--- src/rtl/lsu_pkg.sv ---
// Shared types and constants for the load/store unit.
package lsu_pkg;

   typedef enum logic [1:0] {
      IDLE,
      BUSY,
      DONE
   } lsu_state_t;

   localparam logic [3:0] BE_WORD  = 4'b1111;
   localparam logic [3:0] BE_BYTE0 = 4'b0001;

endpackage

--- src/rtl/lsu_align.sv ---
// Combinational lane steering: byte enables, store-data replication and load-lane extraction.
import lsu_pkg::*;

module lsu_align (
   input  logic [1:0]  offset,
   input  logic        is_byte,
   input  logic [31:0] store_data,
   input  logic [31:0] load_data,
   output logic [3:0]  byte_en,
   output logic [31:0] wdata,
   output logic [31:0] load_value
);

   always_comb begin
      byte_en    = BE_WORD;
      wdata      = store_data;
      load_value = load_data;
      if (is_byte) begin
         byte_en = BE_BYTE0 << offset;
         wdata   = {4{store_data[7:0]}};
         case (offset)
            2'd0:    load_value = {24'b0, load_data[7:0]};
            2'd1:    load_value = {24'b0, load_data[15:8]};
            2'd2:    load_value = {24'b0, load_data[23:16]};
            default: load_value = {24'b0, load_data[31:24]};
         endcase
      end
   end

endmodule

--- src/rtl/load_store_unit.sv ---
// Load/store unit: IDLE/BUSY/DONE bus sequencer with byte/word support.
// Optional bus timeout abort is enabled by defining LSU_TIMEOUT_EN.
import lsu_pkg::*;

module load_store_unit #(
   parameter int TIMEOUT_CYCLES = 255
) (
   input  logic        clk,
   input  logic        nRst,
   input  logic        mem_read,
   input  logic        mem_write,
   input  logic        load_byte,
   input  logic        store_byte,
   input  logic [31:0] address,
   input  logic [31:0] store_data,
   output logic [31:0] dbus_addr,
   output logic [31:0] dbus_wdata,
   output logic [3:0]  dbus_be,
   output logic        dbus_read,
   output logic        dbus_write,
   input  logic [31:0] dbus_rdata,
   input  logic        dbus_ack,
   output logic [31:0] memory_value,
   output logic        stall,
   output logic        misaligned,
   output logic        bus_error
);

   lsu_state_t  state_q, state_d;
   logic [31:0] addr_q;
   logic [31:0] data_q;
   logic        write_q;
   logic        byte_q;
   logic        misaligned_q;
   logic        timeout_hit;
   logic        request;
   logic        req_byte;
   logic        req_misaligned;
   logic [3:0]  be_aligned;
   logic [31:0] load_value;

   // A simultaneous read+write is treated purely as a store.
   assign request        = mem_read | mem_write;
   assign req_byte       = mem_write ? store_byte : load_byte;
   assign req_misaligned = !req_byte && (address[1:0] != 2'b00);

   lsu_align u_align (
      .offset     (addr_q[1:0]),
      .is_byte    (byte_q),
      .store_data (data_q),
      .load_data  (dbus_rdata),
      .byte_en    (be_aligned),
      .wdata      (dbus_wdata),
      .load_value (load_value)
   );

   assign dbus_addr  = {addr_q[31:2], 2'b00};
   assign dbus_be    = (state_q == BUSY) ? be_aligned : 4'b0000;
   assign misaligned = misaligned_q;

   always_comb begin
      state_d    = state_q;
      stall      = 1'b0;
      dbus_read  = 1'b0;
      dbus_write = 1'b0;
      case (state_q)
         IDLE: begin
            if (request) begin
               stall   = 1'b1;
               state_d = req_misaligned ? DONE : BUSY;
            end
         end
         BUSY: begin
            stall      = 1'b1;
            dbus_read  = !write_q;
            dbus_write = write_q;
            if (dbus_ack || timeout_hit) begin
               state_d = DONE;
            end
         end
         DONE:    state_d = IDLE;
         default: state_d = IDLE;
      endcase
   end

   always_ff @(posedge clk or negedge nRst) begin
      if (!nRst) begin
         state_q      <= IDLE;
         addr_q       <= '0;
         data_q       <= '0;
         write_q      <= 1'b0;
         byte_q       <= 1'b0;
         misaligned_q <= 1'b0;
         memory_value <= '0;
      end else begin
         state_q      <= state_d;
         misaligned_q <= (state_q == IDLE) && request && req_misaligned;
         if (state_q == IDLE && request) begin
            addr_q  <= address;
            data_q  <= store_data;
            write_q <= mem_write;
            byte_q  <= req_byte;
         end
         if (state_q == BUSY && dbus_ack && !write_q) begin
            memory_value <= load_value;
         end
      end
   end

`ifdef LSU_TIMEOUT_EN
   localparam int TW = (TIMEOUT_CYCLES > 255) ? $clog2(TIMEOUT_CYCLES + 1) : 8;

   logic [TW-1:0] timeout_cnt;
   logic          bus_error_q;

   // Counts completed BUSY cycles; the last allowed cycle without ack aborts.
   assign timeout_hit = (state_q == BUSY) && (timeout_cnt == TW'(TIMEOUT_CYCLES - 1));
   assign bus_error   = bus_error_q;

   always_ff @(posedge clk or negedge nRst) begin
      if (!nRst) begin
         timeout_cnt <= '0;
         bus_error_q <= 1'b0;
      end else begin
         timeout_cnt <= (state_q == BUSY) ? timeout_cnt + TW'(1) : '0;
         bus_error_q <= (state_q == BUSY) && !dbus_ack && timeout_hit;
      end
   end
`else
   assign timeout_hit = 1'b0;
   assign bus_error   = 1'b0;
`endif

endmodule

--- config.mk ---
export PLATFORM = sky130hd
export DESIGN_NAME = load_store_unit
export DESIGN_NICKNAME = d
export VERILOG_FILES = /design/src/rtl/lsu_pkg.sv /design/src/rtl/lsu_align.sv /design/src/rtl/load_store_unit.sv
export SDC_FILE = /design/constraint.sdc
export NUM_CORES = 1
export LEC_CHECK = 0
export CORE_ASPECT_RATIO = 0.5
export CORE_MARGIN = 2
export CORE_UTILIZATION = 46
export DETAILED_ROUTE_END_ITERATION = 12
export GPL_ROUTABILITY_DRIVEN = 0
export GPL_TIMING_DRIVEN = 0
export PLACE_DENSITY = 0.86
export SLEW_MARGIN = 10
export SYNTH_ARGS = -nofsm -noshare
export SYNTH_HDL_FRONTEND = slang
export SYNTH_SLANG_ARGS = --single-unit
--- constraint.sdc ---
create_clock -name clk -period 3.5 [get_ports clk]
set_input_delay 0.35 -clock clk [delete_from_list [all_inputs] [get_ports clk]]
set_output_delay 0.35 -clock clk [all_outputs]
set_load 0.005 [all_outputs]
==> results.ini, run 1 <==
[placement]
dpl.hpwl_mm=9.87
port-buffer-count=204
dpl_worst_slack_ps=1270

[global_route]
grt_max_degree=90
grt.overflow.total=0
number_of_global_route_vias_before_repair=4024
grt_pass1_wl_mm=21.1
global_route.usage.total=0.240
initial_antenna_violation_count=1

[power_and_ir_drop]
power.density_cell_area_mw_per_mm2=881
fin_total_pwr_mw=6.45
irDropWorstVdd_uv=473
static-leakage-power_nw=3.25

[finish]
area_delta_synth_final_pct=52.7
nets=742
ratio_of_cells_with_drive_above_1_in_the_final_layout=0.215
fillCellCount=723
antenna-diode-count=0

[timing]
rsz0062_at_grt=false
setup_viol_count_final=0
max_clock_freq_mhz=380
max-slew-margin-rel=0.619
slew_violations=0
hold_violations=0
finalCritPeriodShare=0.751
max_slew.worst_pin.slew_ps=572
final_min_period_ps=2630
finalWorstSetupSlack_ps=872
finClkSkew_ps=6.70

[floorplan]
boundaryPins=208
initial_utilization=0.471
placement_rows=26
chipWidth_um=148
placeableCoreArea_sq_mm=0.0102
die_area_sq_mm=0.0113
fp.dieH_um=76.2

[drt]
drt_first_iter_violations=151
drc_errors=0
wirelength_per_cell_um=16.8
detailedRoute.firstPassIterationCount=4
drt_antenna_net_count=0
routed_wirelength_mm=13.2
dr_total_vias=3800
routed_via_density=4.85

[logic_synthesis]
ys_seq_elements=101
synth.yosys.seq_area_share=0.527
synthesis.area_per_instance_sq_um=11.4
ys.warnings.count=0
syn_area_sq_mm=0.00479
synth_cells=420
synth.lib_cells_used.distinct=25

[setup_path]
cp-start-kind=register
timing.critical_path.required_ps=3150
timing.critical_path.max_delay_family=buffers and inverters
timing_worst_setup_path_type=reg -> out
critical-path-max-stage-delay_ps=500
critical_path_peak_fanout=10
cp_slowest_cell=sky130_fd_sc_hd__clkdlybuf4s50_1
worst_path_buffer_plus_inverter_count=3
sort_of_element_at_the_end_of_the_critical_path=primary output
timing.critical_path.cells=buf_2 > clkbuf_1 > o21ai_0 > clkdlybuf4s50_1
critical_path_arrival_ps=2280

[status]
status=completed

[cts]
cts_buf_count=9
cts_tree=built
clk_latency_ps=330
cts-htree-levels=3
cts_root_buf=sky130_fd_sc_hd__clkbuf_16
ctsLongestPathBuffers=2
cts_num_sinks=101
clk_transition_reported_paths_ps=70

[job]
cap_violations=0

[worst_hold_path]
hp-class=in -> async

==> logic make-up after synthesis <==
group | after synthesis | share of synthesized area
muxes | 82 | 0.210
AOI/OAI and AO/OA | 40 | 0.0433
other | 1 | 0.000782
and+or+nand+nor | 107 | 0.109
DFF | 101 | 0.527
buffers and inverters | 89 | 0.110
==> cells in the final DEF, fill, tap and decap left out, types with 2 or more instances in the layout <==
master / count
sky130_fd_sc_hd__clkbuf_16: 9
sky130_fd_sc_hd__clkdlybuf4s50_1: 203
sky130_fd_sc_hd__nand2b_1: 3
sky130_fd_sc_hd__clkbuf_1: 18
sky130_fd_sc_hd__buf_6: 5
sky130_fd_sc_hd__inv_1: 25
sky130_fd_sc_hd__dfrtp_1: 101
sky130_fd_sc_hd__nor3_1: 2
sky130_fd_sc_hd__buf_2: 4
sky130_fd_sc_hd__o21ai_0: 24
sky130_fd_sc_hd__a21oi_1: 12
sky130_fd_sc_hd__nand2_1: 59
sky130_fd_sc_hd__mux2i_1: 8
sky130_fd_sc_hd__mux4_2: 8
sky130_fd_sc_hd__nor2_1: 16
sky130_fd_sc_hd__nand3b_1: 24
sky130_fd_sc_hd__buf_4: 42
sky130_fd_sc_hd__mux2_2: 65
sky130_fd_sc_hd__conb_1: 3
==> report_power, final <==
| part | internal (mW) | switching, mW |
|---|---|---|
| combinational | 2.23 | 1.28 |
| clock | 0.499 | 0.405 |
| sequential | 1.72 | 0.319 |
==> final cells by class <==
type                       instances  area, sq um  area share
inverter                          25         93.8      0.0128
tap                              140          175      0.0239
clock inverter                     1         7.51     0.00103
clock buffer                      14          254      0.0347
buffer                            64          433      0.0591
sequential                       101         2530       0.345
timing repair buffer             206         2080       0.284
multi-input combinational        232         1750       0.239
==> timing repair <==
item,in CTS,in global routing
hold buffers,1,0
buffers inserted,0,0
endpoints found under the hold margin,12,0
gates resized for setup,0,0
==> cell usage after synthesis, drive strengths merged <==
library cell | count | share of area
clkbuf | 14 | 0.011
nand2 | 59 | 0.046
a21oi | 12 | 0.013
or4 | 1 | 0.0016
nand3b | 24 | 0.038
conb | 1 | 0.00078
a22o | 1 | 0.0018
inv | 25 | 0.020
nand2b | 3 | 0.0039
o21ai | 25 | 0.026
nor3 | 2 | 0.0021
o22ai | 1 | 0.0013
o21a | 1 | 0.0016
nand4bb | 1 | 0.0023
mux2i | 8 | 0.017
dfrtp | 101 | 0.53
mux4 | 8 | 0.038
nor2 | 16 | 0.013
mux2 | 66 | 0.16
buf | 50 | 0.079
and4bb | 1 | 0.0026
==> final timing paths <==
| check | from | end | slack, ps | cells past startpoint |
|---|---|---|---|---|
| min | nRst | addr_q[24] | 390 | 2 |
| min in group clk | memory_value[10] | memory_value[10] | 470 | 2 |
| max reg2reg | addr_q[1] | memory_value[5] | 1810 | 4 |
| max | byte_q | dbus_wdata[26] | 870 | 4 |
| min reg2reg | memory_value[10] | memory_value[10] | 470 | 2 |
| max in group asynchronous | nRst | memory_value[24] | 2430 | 3 |
==> per-stage QoR <==
stage	cells	util	cell area (sq um)	hold slack, ps	setup TNS (ps)
after floorplan	422	-	4800	54.4	0
after global placement	766	0.689	7020	451	-180220
after detailed placement	767	0.692	7050	179	0
after CTS	783	0.719	7320	391	0
after global routing	783	0.719	7320	399	0
final	783	0.719	7320	394	0
==> worst register-to-register path, delay by kind of cell, from the launching register on <==
kind	cells	cell delay (ps)
flip-flops	1	410
multiplexers	2	610
AO/OA/AOI/OAI	1	90
buffers and inverters	1	460
==> routing by layer <==
| layer | share of wire | global-route usage | vias to the layer above |
|---|---|---|---|
| li1 | - | - | 1798 |
| met1 | 0.40 | 0.292 | 1839 |
| met2 | 0.52 | 0.425 | 122 |
| met3 | 0.050 | 0.0515 | 39 |
| met4 | 0.031 | 0.0848 | 2 |
| met5 | 0.00099 | 0 | - |
==> state kept, by name, indices dropped and copies added, names as in the netlist <==
signal,cells
state_q,2
byte_q,1
misaligned,1
data_q,32
addr_q,32
write_q,1
memory_value,32
Note: power is estimated with default switching activity, not from simulation.
==> inputs of run 2 (changes only) <==
--- a/config.mk
+++ b/config.mk
@@ -7,11 +7,11 @@
 export LEC_CHECK = 0
 export CORE_ASPECT_RATIO = 0.5
 export CORE_MARGIN = 2
-export CORE_UTILIZATION = 46
+export CORE_UTILIZATION = 38
 export DETAILED_ROUTE_END_ITERATION = 12
 export GPL_ROUTABILITY_DRIVEN = 0
 export GPL_TIMING_DRIVEN = 0
-export PLACE_DENSITY = 0.86
+export PLACE_DENSITY = 0.76
 export SLEW_MARGIN = 10
 export SYNTH_ARGS = -nofsm -noshare
 export SYNTH_HDL_FRONTEND = slang
==> constraint.sdc (replaced) <==
create_clock -name clk -period 2.15 [get_ports clk]
set_input_delay 0.215 -clock clk [delete_from_list [all_inputs] [get_ports clk]]
set_output_delay 0.215 -clock clk [all_outputs]
set_load 0.005 [all_outputs]
==> results.ini, run 2 (synthesis gave the netlist of run 1 again) <==
[status]
status=completed

[drt]
routed_wirelength_mm=13.4
top_signal_layer_used=met4
routed-wl-met3_um=707
detailedRoute.firstPassIterationCount=4
met2WireLength_mm=6.90
drc_errors=0
wirelength_per_cell_um=16.6
wl_on_met1_mm=5.39
drt_antenna_net_count=0
routed_via_density=4.67
dr_total_vias=3760
drt_first_iter_violations=194

[power_and_ir_drop]
swShare=0.308
fin_total_pwr_mw=10.8
power.clock.fraction=0.164
static-leakage-power_nw=3.28
irDropWorstVdd_uv=696
power.density_cell_area_mw_per_mm2=1450
total_switching_power_mw=3.32
power_report.internal_total_mw=7.45
seq_power_share=0.314
power_frac_comb=0.522

[timing]
finalCritPeriodShare=0.945
timing.hold.ws_ps=314
final_min_period_ps=2030
max_clock_freq_mhz=492
finClkSkew_ps=9.46
setup_viol_count_final=0
rsz0062_at_grt=false
finalWorstSetupSlack_ps=119
hold_violations=0
slew_violations=0

[placement]
dpl.hpwl_mm=10.3
dpl_worst_slack_ps=62.4
port-buffer-count=204
postPlaceCellArea_sq_mm=0.00708

[finish]
reg.largest.list=addr_q x32, data_q x32, memory_value x32
area_delta_synth_final_pct=54.5
layout_common_cells=sky130_fd_sc_hd__clkdlybuf4s50_1 (203), sky130_fd_sc_hd__dfrtp_1 (99), sky130_fd_sc_hd__mux2_2 (65)
nets=739
layout.cells.most_common=sky130_fd_sc_hd__clkdlybuf4s50_1
final_area_sq_mm=0.00741
final_core_utilization=0.615
ratio_of_cells_with_drive_above_1_in_the_final_layout=0.229
antenna-diode-count=0

[cts]
cts_buf_count=9
cts_tree=built
ctsLongestPathBuffers=2
cts-htree-levels=3
cts_root_buf=sky130_fd_sc_hd__clkbuf_16
clk_latency_ps=350
cts_num_sinks=101
clk_transition_reported_paths_ps=70

[setup_path]
worst_r2r_startpoint=addr_q[0]
timing_worst_setup_path_type=reg -> out
worstSetupStartpoint=byte_q
timing.critical_path.required_ps=1930
critical_path_arrival_ps=1820
sort_of_element_at_the_end_of_the_critical_path=primary output
critical_path_peak_fanout=10
cp-start-kind=register

[floorplan]
boundaryPins=208
placeableCoreArea_sq_mm=0.0121
placement_rows=28
initial_utilization=0.398
chipWidth_um=163
fp.dieH_um=83.4
die_area_sq_mm=0.0136

[global_route]
grt_max_degree=76
grt.overflow.total=0
initial_antenna_violation_count=0
number_of_global_route_vias_before_repair=3943
grt_pass1_wl_mm=21.1
global_route.usage.total=0.203

[worst_hold_path]
hp-class=in -> async

[job]
cap_violations=0

==> run 2: cell type report <==
cell class	count	area, sq um
fillers	1023	4640
flip-flops and latches	101	2530
repair buffers	206	2080
multi-input cells	232	1750
plain buffers	61	427
clock buffers	9	225
well taps	165	206
clock inverters	7	97.6
inverters	25	93.8
==> run 2: critical path, cell delays in order, from the launching register on <==
cell,delay (ps)
sky130_fd_sc_hd__dfrtp_1,430
sky130_fd_sc_hd__clkbuf_4,250
sky130_fd_sc_hd__nand2_1,100
sky130_fd_sc_hd__o21ai_0,110
sky130_fd_sc_hd__clkdlybuf4s50_1,580
==> run 2: power groups by stage <==
| stage | Clock [mW] | Sequential (mW) | Combinational [mW] |
|---|---|---|---|
| CTS | 1.81 | 3.35 | 5.73 |
| finish | 1.77 | 3.38 | 5.62 |
| detailed placement | 0 | 3.34 | 5.74 |
| floorplan | 0 | 3.24 | 2.87 |
| global placement | 0 | 3.30 | 5.65 |
| global route | 1.90 | 3.52 | 6.04 |
==> run 2: layer usage <==
layer  track usage  vias up
met5             0        -
met4        0.0700        0
met3        0.0539       30
met2         0.352      113
met1         0.245     1826
li1              -     1791
==> run 2: worst paths after layout <==
path	endpoint	slack, ps	depth (start not counted)
max	dbus_wdata[11]	120	4
min	addr_q[30]	310	2
max reg2reg	memory_value[5]	580	3
min reg2reg	memory_value[20]	460	2
max in group asynchronous	addr_q[0]	1170	3
min in group clk	memory_value[28]	450	3
==> run 2: stage by stage <==
| step | TNS, ps | cells |
|---|---|---|
| 3_5_place_dp | 0 | 792 |
| 6_report | 0 | 806 |
| 2_1_floorplan | 0 | 422 |
| 5_1_grt | 0 | 806 |
| 4_1_cts | 0 | 807 |
| 3_3_place_gp | -309440 | 791 |
==> run 2: repair_timing <==
item	4_1_cts	5_1_grt
hold endpoints to repair	26	0
setup endpoints to repair	27	22
buffers inserted	0	0
gates resized for setup	2	9
hold buffers	1	0
==> inputs of run 3 (changes only) <==
--- a/config.mk
+++ b/config.mk
@@ -6,12 +6,11 @@
 export NUM_CORES = 1
 export LEC_CHECK = 0
 export CORE_ASPECT_RATIO = 0.5
-export CORE_MARGIN = 2
-export CORE_UTILIZATION = 38
+export CORE_UTILIZATION = 43
 export DETAILED_ROUTE_END_ITERATION = 12
 export GPL_ROUTABILITY_DRIVEN = 0
 export GPL_TIMING_DRIVEN = 0
-export PLACE_DENSITY = 0.76
+export PLACE_DENSITY = 0.81
 export SLEW_MARGIN = 10
 export SYNTH_ARGS = -nofsm -noshare
 export SYNTH_HDL_FRONTEND = slang
==> constraint.sdc (replaced) <==
create_clock -name clk -period 2 [get_ports clk]
set_input_delay 0.2 -clock clk [delete_from_list [all_inputs] [get_ports clk]]
set_output_delay 0.2 -clock clk [all_outputs]
set_load 0.005 [all_outputs]
==> results.ini, run 3 (synthesis gave the netlist of run 1 again) <==
[global_route]
grt.overflow.total=0
grt_pass1_wl_mm=20.5
number_of_global_route_vias_before_repair=3829
global_route.usage.total=0.236
initial_antenna_violation_count=0
grt_max_degree=87

[drt]
drc_errors=0
dr_total_vias=3794
drt_antenna_net_count=0
detailedRoute.firstPassIterationCount=4
drt_first_iter_violations=181
routed_via_density=4.85
wirelength_per_cell_um=16.9
routed_wirelength_mm=13.3

[setup_path]
cp-start-kind=register
sort_of_element_at_the_end_of_the_critical_path=primary output
reg2regPathDepth=5
worst_r2r_startpoint=write_q
r2r_end=memory_value[23]
critical_path_peak_fanout=19
timing_worst_setup_path_type=reg -> out
critical_path_arrival_ps=1740
timing.critical_path.required_ps=1800
timing.reg2reg.setup_slack_ps=390

[cts]
clk_latency_ps=340
cts-htree-levels=3
ctsLongestPathBuffers=2
cts_buf_count=9
cts_num_sinks=101
cts_root_buf=sky130_fd_sc_hd__clkbuf_16
clk_transition_reported_paths_ps=70
cts_tree=built

[worst_hold_path]
hp-class=in -> async

[job]
cap_violations=0

[power_and_ir_drop]
power_report.internal_total_mw=7.82
power.density_cell_area_mw_per_mm2=1550
irDropWorstVdd_uv=760
static-leakage-power_nw=3.35
total_switching_power_mw=3.59
seq_power_share=0.316
fin_total_pwr_mw=11.4
swShare=0.315
power_frac_comb=0.540
power.clock.fraction=0.144

[timing]
slew_violations=0
finalCritPeriodShare=0.970
setup_viol_count_final=0
timing.setup.tns_ps=0
rsz0062_at_grt=true
finalWorstSetupSlack_ps=59.5
finClkSkew_ps=8.28
hold_violations=0
timing.hold.ws_ps=246
final_min_period_ps=1940
max_clock_freq_mhz=515

[finish]
reg.largest.list=addr_q x32, data_q x32, memory_value x32
fin_cells=783
antenna-diode-count=0
layout.cells.most_common=sky130_fd_sc_hd__clkdlybuf4s50_1
ratio_of_cells_with_drive_above_1_in_the_final_layout=0.233
final_area_sq_mm=0.00738
nets=741
area_delta_synth_final_pct=53.9
layout_common_cells=sky130_fd_sc_hd__clkdlybuf4s50_1 (198), sky130_fd_sc_hd__dfrtp_1 (98), sky130_fd_sc_hd__mux2_2 (65)
fillCellCount=780
final_core_utilization=0.702

[floorplan]
fp.dieH_um=76.7
boundaryPins=208
chipWidth_um=151
die_area_sq_mm=0.0116
placeableCoreArea_sq_mm=0.0105
initial_utilization=0.456
placement_rows=26

[placement]
port-buffer-count=204
dpl.hpwl_mm=9.85
numPlacedInstances=767
postPlaceCellArea_sq_mm=0.00705
dpl_worst_slack_ps=-69.2

[status]
status=completed

-- run 3: cell count changes in the layout (fill, tap and decap cells not counted), sizes merged --
cell           delta
clkbuf            +1
clkinvlp          -2
buf               +2
clkdlybuf4s50     -5
inv               -1
bufinv            -2
dlymetal6s2s      +5
clkinv            +4
-- run 3: routing by layer --
| metal | up-vias | share of wire | GRT usage |
|---|---|---|---|
| met4 | 0 | 0.013 | 0.0550 |
| met3 | 10 | 0.048 | 0.0524 |
| met5 | - | 0 | 0 |
| met2 | 100 | 0.52 | 0.413 |
| li1 | 1798 | - | - |
| met1 | 1886 | 0.42 | 0.295 |
-- run 3: worst max-delay path, stage by stage (launching register included) --
cell	delay, ps
sky130_fd_sc_hd__dfrtp_2	460
sky130_fd_sc_hd__buf_6	200
sky130_fd_sc_hd__o21ai_0	190
sky130_fd_sc_hd__clkdlybuf4s50_1	550
-- run 3: cell type report --
cell class / instances / area [sq um] / share of cell area
multi-input cells: 232 / 1750 / 0.237
flip-flops and latches: 101 / 2530 / 0.343
clock buffers: 10 / 229 / 0.0310
inverters: 25 / 93.8 / 0.0127
repair buffers: 207 / 2100 / 0.285
plain buffers: 62 / 449 / 0.0609
clock inverters: 6 / 48.8 / 0.00661
well taps: 140 / 175 / 0.0237
-- run 3: how the worst max path moves through the flow --
stage	from	end	slack, ps
floorplan	addr_q[0]	memory_value[3]	550
global route	byte_q	dbus_wdata[20]	-20
finish	byte_q	dbus_wdata[24]	60
CTS	byte_q	dbus_wdata[14]	10
global placement	nRst	addr_q[4]	-3190
detailed placement	byte_q	dbus_wdata[27]	-70
-- run 3: timing repair --
item,4_1_cts,5_1_grt
hold buffers,1,0
setup buffers,1,0
endpoints found under the setup margin,28,23
gates resized for setup,11,19
endpoints found under the hold margin,15,0
-- run 3: power groups by stage --
stage | clock network, mW | registers (mW) | logic [mW]
after floorplan | 0 | 3.48 | 3.08
after global placement | 0 | 3.54 | 6.03
after detailed placement | 0 | 3.60 | 6.12
after CTS | 1.67 | 3.60 | 6.20
after global routing | 1.77 | 3.74 | 6.62
final | 1.64 | 3.60 | 6.16
